==> src/rtl/multadd_pipe.sv <==
// Multi-lane signed multiply-add / accumulate with round, shift and saturate.
// Three registered stages (product, add/accumulate, round+saturate) behind one global enable.
module multadd_pipe #(
    parameter int A_BITS     = 16,
    parameter int B_BITS     = 8,
    parameter int C_BITS     = 26,
    parameter int P_BITS     = 26,
    parameter int LANES      = 4,
    parameter int GUARD      = 4,
    parameter int SHIFT_BITS = 5
) (
    input  logic                       clk,
    input  logic                       rst_n,
    input  logic                       en,
    input  logic                       valid_i,
    input  logic                       first_i,
    input  logic                       last_i,
    input  logic                       mode_i,
    input  logic [SHIFT_BITS-1:0]      shift_i,
    input  logic [LANES*A_BITS-1:0]    a_i,
    input  logic [LANES*B_BITS-1:0]    b_i,
    input  logic [LANES*C_BITS-1:0]    c_i,
    output logic [LANES*P_BITS-1:0]    p_o,
    output logic                       valid_o,
    output logic [LANES-1:0]           ovf_o
);
    localparam int PROD_BITS = A_BITS + B_BITS;
    localparam int ACC_BITS  = PROD_BITS + GUARD;
    localparam int RW        = ACC_BITS + 1;
    localparam int unsigned MAX_SH = ACC_BITS - 1;
    localparam logic signed [RW-1:0] PMAX = RW'((64'sd1 <<< (P_BITS - 1)) - 64'sd1);
    localparam logic signed [RW-1:0] PMIN = ~PMAX;

    // Stage 1
    logic signed [PROD_BITS-1:0] prod_d [LANES];
    logic signed [PROD_BITS-1:0] prod_q [LANES];
    logic signed [C_BITS-1:0]    c1_q   [LANES];
    logic                        v1_q, first1_q, last1_q, mode1_q;
    logic [SHIFT_BITS-1:0]       sh1_q;

    // Stage 2
    logic signed [ACC_BITS-1:0]  sum_w  [LANES];
    logic signed [ACC_BITS-1:0]  accp_w [LANES];
    logic signed [ACC_BITS-1:0]  acc_d  [LANES];
    logic signed [ACC_BITS-1:0]  acc_q  [LANES];
    logic signed [ACC_BITS-1:0]  res_d  [LANES];
    logic signed [ACC_BITS-1:0]  res_q  [LANES];
    logic                        v2_d, v2_q;
    logic [SHIFT_BITS-1:0]       sh2_q;

    // Stage 3
    logic signed [RW-1:0]        xr_w   [LANES];
    logic signed [RW-1:0]        rr_w   [LANES];
    logic signed [RW-1:0]        rnd_w;
    int unsigned                 sh_eff;
    logic [LANES*P_BITS-1:0]     p_d, p_q;
    logic [LANES-1:0]            ovf_d, ovf_q;
    logic                        valid_q;

    always_comb begin
        for (int unsigned k = 0; k < LANES; k++) begin
            prod_d[k] = PROD_BITS'($signed(a_i[k*A_BITS +: A_BITS]))
                      * PROD_BITS'($signed(b_i[k*B_BITS +: B_BITS]));
        end
    end

    // A result leaves stage 2 for every mode-0 beat and for the closing beat of a run.
    always_comb begin
        v2_d = v1_q && (!mode1_q || last1_q);
        for (int unsigned k = 0; k < LANES; k++) begin
            sum_w[k]  = ACC_BITS'(prod_q[k]) + ACC_BITS'(c1_q[k]);
            accp_w[k] = acc_q[k] + ACC_BITS'(prod_q[k]);
            acc_d[k]  = acc_q[k];
            res_d[k]  = sum_w[k];
            if (v1_q && mode1_q) begin
                acc_d[k] = first1_q ? sum_w[k] : accp_w[k];
                res_d[k] = acc_d[k];
            end
        end
    end

    always_comb begin
        sh_eff = 32'(sh2_q);
        if (sh_eff > MAX_SH) sh_eff = MAX_SH;
        rnd_w = '0;
        if (sh_eff != 0) rnd_w = RW'(1) <<< (sh_eff - 1);
        p_d   = p_q;
        ovf_d = ovf_q;
        for (int unsigned k = 0; k < LANES; k++) begin
            xr_w[k] = RW'(res_q[k]);
            rr_w[k] = (xr_w[k] + rnd_w) >>> sh_eff;
            if (v2_q) begin
                if (rr_w[k] > PMAX) begin
                    p_d[k*P_BITS +: P_BITS] = PMAX[P_BITS-1:0];
                    ovf_d[k] = 1'b1;
                end else if (rr_w[k] < PMIN) begin
                    p_d[k*P_BITS +: P_BITS] = PMIN[P_BITS-1:0];
                    ovf_d[k] = 1'b1;
                end else begin
                    p_d[k*P_BITS +: P_BITS] = rr_w[k][P_BITS-1:0];
                    ovf_d[k] = 1'b0;
                end
            end
        end
    end

    always_ff @(posedge clk or negedge rst_n) begin
        if (!rst_n) begin
            for (int unsigned k = 0; k < LANES; k++) begin
                prod_q[k] <= '0;
                c1_q[k]   <= '0;
                acc_q[k]  <= '0;
                res_q[k]  <= '0;
            end
            v1_q     <= 1'b0;
            first1_q <= 1'b0;
            last1_q  <= 1'b0;
            mode1_q  <= 1'b0;
            sh1_q    <= '0;
            v2_q     <= 1'b0;
            sh2_q    <= '0;
            p_q      <= '0;
            ovf_q    <= '0;
            valid_q  <= 1'b0;
        end else if (en) begin
            for (int unsigned k = 0; k < LANES; k++) begin
                prod_q[k] <= prod_d[k];
                c1_q[k]   <= $signed(c_i[k*C_BITS +: C_BITS]);
                acc_q[k]  <= acc_d[k];
                res_q[k]  <= res_d[k];
            end
            v1_q     <= valid_i;
            first1_q <= first_i;
            last1_q  <= last_i;
            mode1_q  <= mode_i;
            sh1_q    <= shift_i;
            v2_q     <= v2_d;
            sh2_q    <= sh1_q;
            p_q      <= p_d;
            ovf_q    <= ovf_d;
            valid_q  <= v2_q;
        end
    end

    assign p_o     = p_q;
    assign ovf_o   = ovf_q;
    assign valid_o = valid_q;

endmodule

==> config.mk <==
export PLATFORM = sky130hd
export DESIGN_NAME = multadd_pipe
export DESIGN_NICKNAME = d
export VERILOG_FILES = /design/src/rtl/multadd_pipe.sv
export SDC_FILE = /design/constraint.sdc
export NUM_CORES = 2
export LEC_CHECK = 0
export CORE_MARGIN = 3
export CORE_UTILIZATION = 60
export DETAILED_ROUTE_END_ITERATION = 8
export PLACE_DENSITY = 0.92
export SETUP_SLACK_MARGIN = 0.02
export SYNTH_ARGS = -nofsm -noshare
export SYNTH_HDL_FRONTEND = slang
export SYNTH_SLANG_ARGS = --single-unit
==> constraint.sdc <==
create_clock -name clk -period 10.7 [get_ports clk]
set_input_delay 1.605 -clock clk [delete_from_list [all_inputs] [get_ports clk]]
set_output_delay 1.605 -clock clk [all_outputs]
set_load 0.02 [all_outputs]
==> metrics <==
Syn-to-layout area delta=9.72%; flop2flop setup slack=2.39 ns; top post-synthesis cells by area=dfrtp_1, fa_1, ha_1, nand2_1, inv_1; critical path's slowest cell=a211oi_1; CTS Buf Count=60; dpl cell area=slightly below 70000 sq um; number of flops mapped to enable cells by yosys=0; worst-path fanout max=37; drc violations=0; clk sinks=548; # hold bufs at CTS=0; hpwl dp=about 160000 um; setup TNS=0 ns; die area=110000 sq um; Port Buffers=320; VDD IR max=~0.22 mV; die width=331 um; vias in the first global route=57700; pin count of the biggest net entering global routing=~140; share of layout cells above drive strength 1=0.0643; run status=finished clean; Resized Gates After CTS=0; Final Critical Period=8.31 ns; Max Cap Viol=0; Clock Pin Slew Worst Setup and Hold Paths=0.07 ns; worst reg2reg path startpoint=sh2_q[3]; drt total wl=208000 um; CP Launch Type=register; CORE AREA=104000 sq um; initial antenna violation count=7; register area share after synthesis=0.216; post-synth cell types=127; Yosys reg bits=~550; Post-Syn Nets=8633; Synth Flop Type=dfrtp_1; Worst-Margin Slew=1.19 ns; R2R Path End=p_o[12]; global-route wire length before repair=325000 um; FFs w/ async S/R, synth=1.00; Final nets=approximately 8700; CTS H-Tree Depth=2; Routed WL per cell=approximately 23 um; Hold WC Path Type=register to register; CP Class=register to register; GP Congestion=1.04; die span in y=about 330 um; FP Rows=approximately 120; Post-Syn Area=~63000 sq um; Fin Clk Skew=0.0283 ns; Data arrival, critical path=8.84 ns; R2R depth=26; largest area contributor in the netlist=dfrtp_1; clock root buffer=clkbuf_16; Power Dens Cells=between 200 and 300 nW/um^2; end of the worst hold path=ovf_o[3]; Vias/cell=around 6.5; min-delay src=ovf_o[3]; most common cell in the synthesized netlist=nand2_1; initial core utilization=0.609; Max Fclk=roughly 0.12 GHz; initial DRC count=approximately 6900; Slew Limit Fails=0; CTS Buffer Depth=3; Design Area, Final=69600 sq um; CTS tree=yes; worst skew pair latency=0.67 ns; Boundary Pins=321; Slew headroom=0.207; setup violators final=0; Static Leakage=32.0 nW; Crit. End Element=register; Synth warnings=0; Via Count=just under 60000; ANT nets after route=0; period utilisation layout=0.777; critical path's largest stage delay=0.87 ns; CP required=about 11 ns; hold depth=2; Cells after Synth=approximately 7500; post-CTS setup buffer count=0; All-Layer GR Usage=0.372; drt pass-1 iters=9; Yosys top cell area share=0.216; Congestion Overflow GR=0; Post-synth top cells=nand2_1, inv_1, nor2_1; syn avg cell area=8.45 sq um; final hold viol count=0; RSZ-0062 raised after global routing=no
[worst max-delay path: cells and delay by family, from the launching register on]
family | cells | cell delay, ns
AO/OA/AOI/OAI | 13 | 3.77
adder cells (fa/ha/maj) | 3 | 1.09
flip-flops | 1 | 0.34
buffers and inverters | 3 | 0.73
AND/OR/NAND/NOR | 6 | 2.04
multiplexers | 1 | 0.14
[flip-flops by register name (all words and copies together) (netlist names)]
| name | cells |
|---|---|
| res_q | 112 |
| v2_q | 1 |
| v1_q | 1 |
| sh1_q | 5 |
| ovf_o | 4 |
| p_o | 104 |
| acc_q | 112 |
| sh2_q | 5 |
| last1_q | 1 |
| c1_q | 104 |
| prod_q | 96 |
| first1_q | 1 |
| mode1_q | 1 |
| valid_o | 1 |
[through the flow]
stage                     power (mW)   util  std cells  worst slack, ns  hold WS (ns)
final                           20.4  0.668       9031             2.39         0.470
after global placement          17.1  0.648       8915             2.75         0.452
after detailed placement        17.7  0.648       8915             2.48         0.457
after global routing            21.9  0.668       9027             2.17         0.499
after floorplan                 13.8      -       7507             2.64         0.449
after CTS                       20.0  0.668       9026             2.74         0.471
[placed cells by master, fill, tap and decap left out, types with 92 or more instances in the layout]
master	count
nand2_1	842
inv_1	630
nor2_1	565
dfrtp_1	544
ha_1	494
a21oi_1	471
o21ai_0	433
fa_1	420
and2_1	355
clkdlybuf4s50_1	318
xnor2_1	250
mux2_2	183
a21o_1	165
mux2i_1	156
nor3_1	139
a31oi_1	125
nand3_1	116
nand2b_1	105
xor2_1	92
[routing by layer]
| metal | wire, um | vias up | track usage |
|---|---|---|---|
| li1 | - | 26400 | - |
| met1 | 84900 | 28600 | 0.512 |
| met2 | 91800 | 3386 | 0.579 |
| met3 | 21000 | 628 | 0.0681 |
| met4 | 10200 | 8 | 0.158 |
| met5 | 55 | - | 0 |
[report_power, final]
group | total (mW) | internal (mW) | switching (mW)
combinational | 14.4 | 5.89 | 8.56
clock | 2.17 | 1.24 | 0.930
sequential | 3.80 | 2.91 | 0.892
total | 20.4 | 10.0 | 10.4
[cells by family (layout without fill, tap and decap cells)]
family,count (synthesis),count (layout),share of synthesized area
AO/OA/AOI/OAI,1944,1944,0.205
XOR/XNOR,346,346,0.0486
adder cells (fa/ha/maj),914,914,0.230
buffers and inverters,990,1129,0.0601
flip-flops,548,548,0.216
multiplexers,348,348,0.0602
other,0,5,0
AND/OR/NAND/NOR,2417,2417,0.180
[worst max-delay path by stage]
| stage | slack [ns] | endpoint | startpoint |
|---|---|---|---|
| after CTS | 2.74 | p_o[61] | sh2_q[3] |
| final | 2.39 | p_o[12] | sh2_q[3] |
| after global routing | 2.17 | p_o[5] | sh2_q[3] |
| after floorplan | 2.64 | p_o[72] | sh2_q[3] |
| after global placement | 2.75 | prod_q[23] | b_i[31] |
| after detailed placement | 2.48 | prod_q[68] | b_i[12] |
[layout make-up]
class	count	area (sq um)
multi-input cells	5969	46000
well taps	1380	1730
clock buffers	86	1760
flip-flops and latches	548	13700
inverters	636	2390
fillers	8081	34600
clock inverters	25	287
repair buffers	382	3700
diodes	5	12.5
Note: power is estimated with default switching activity, not from simulation.
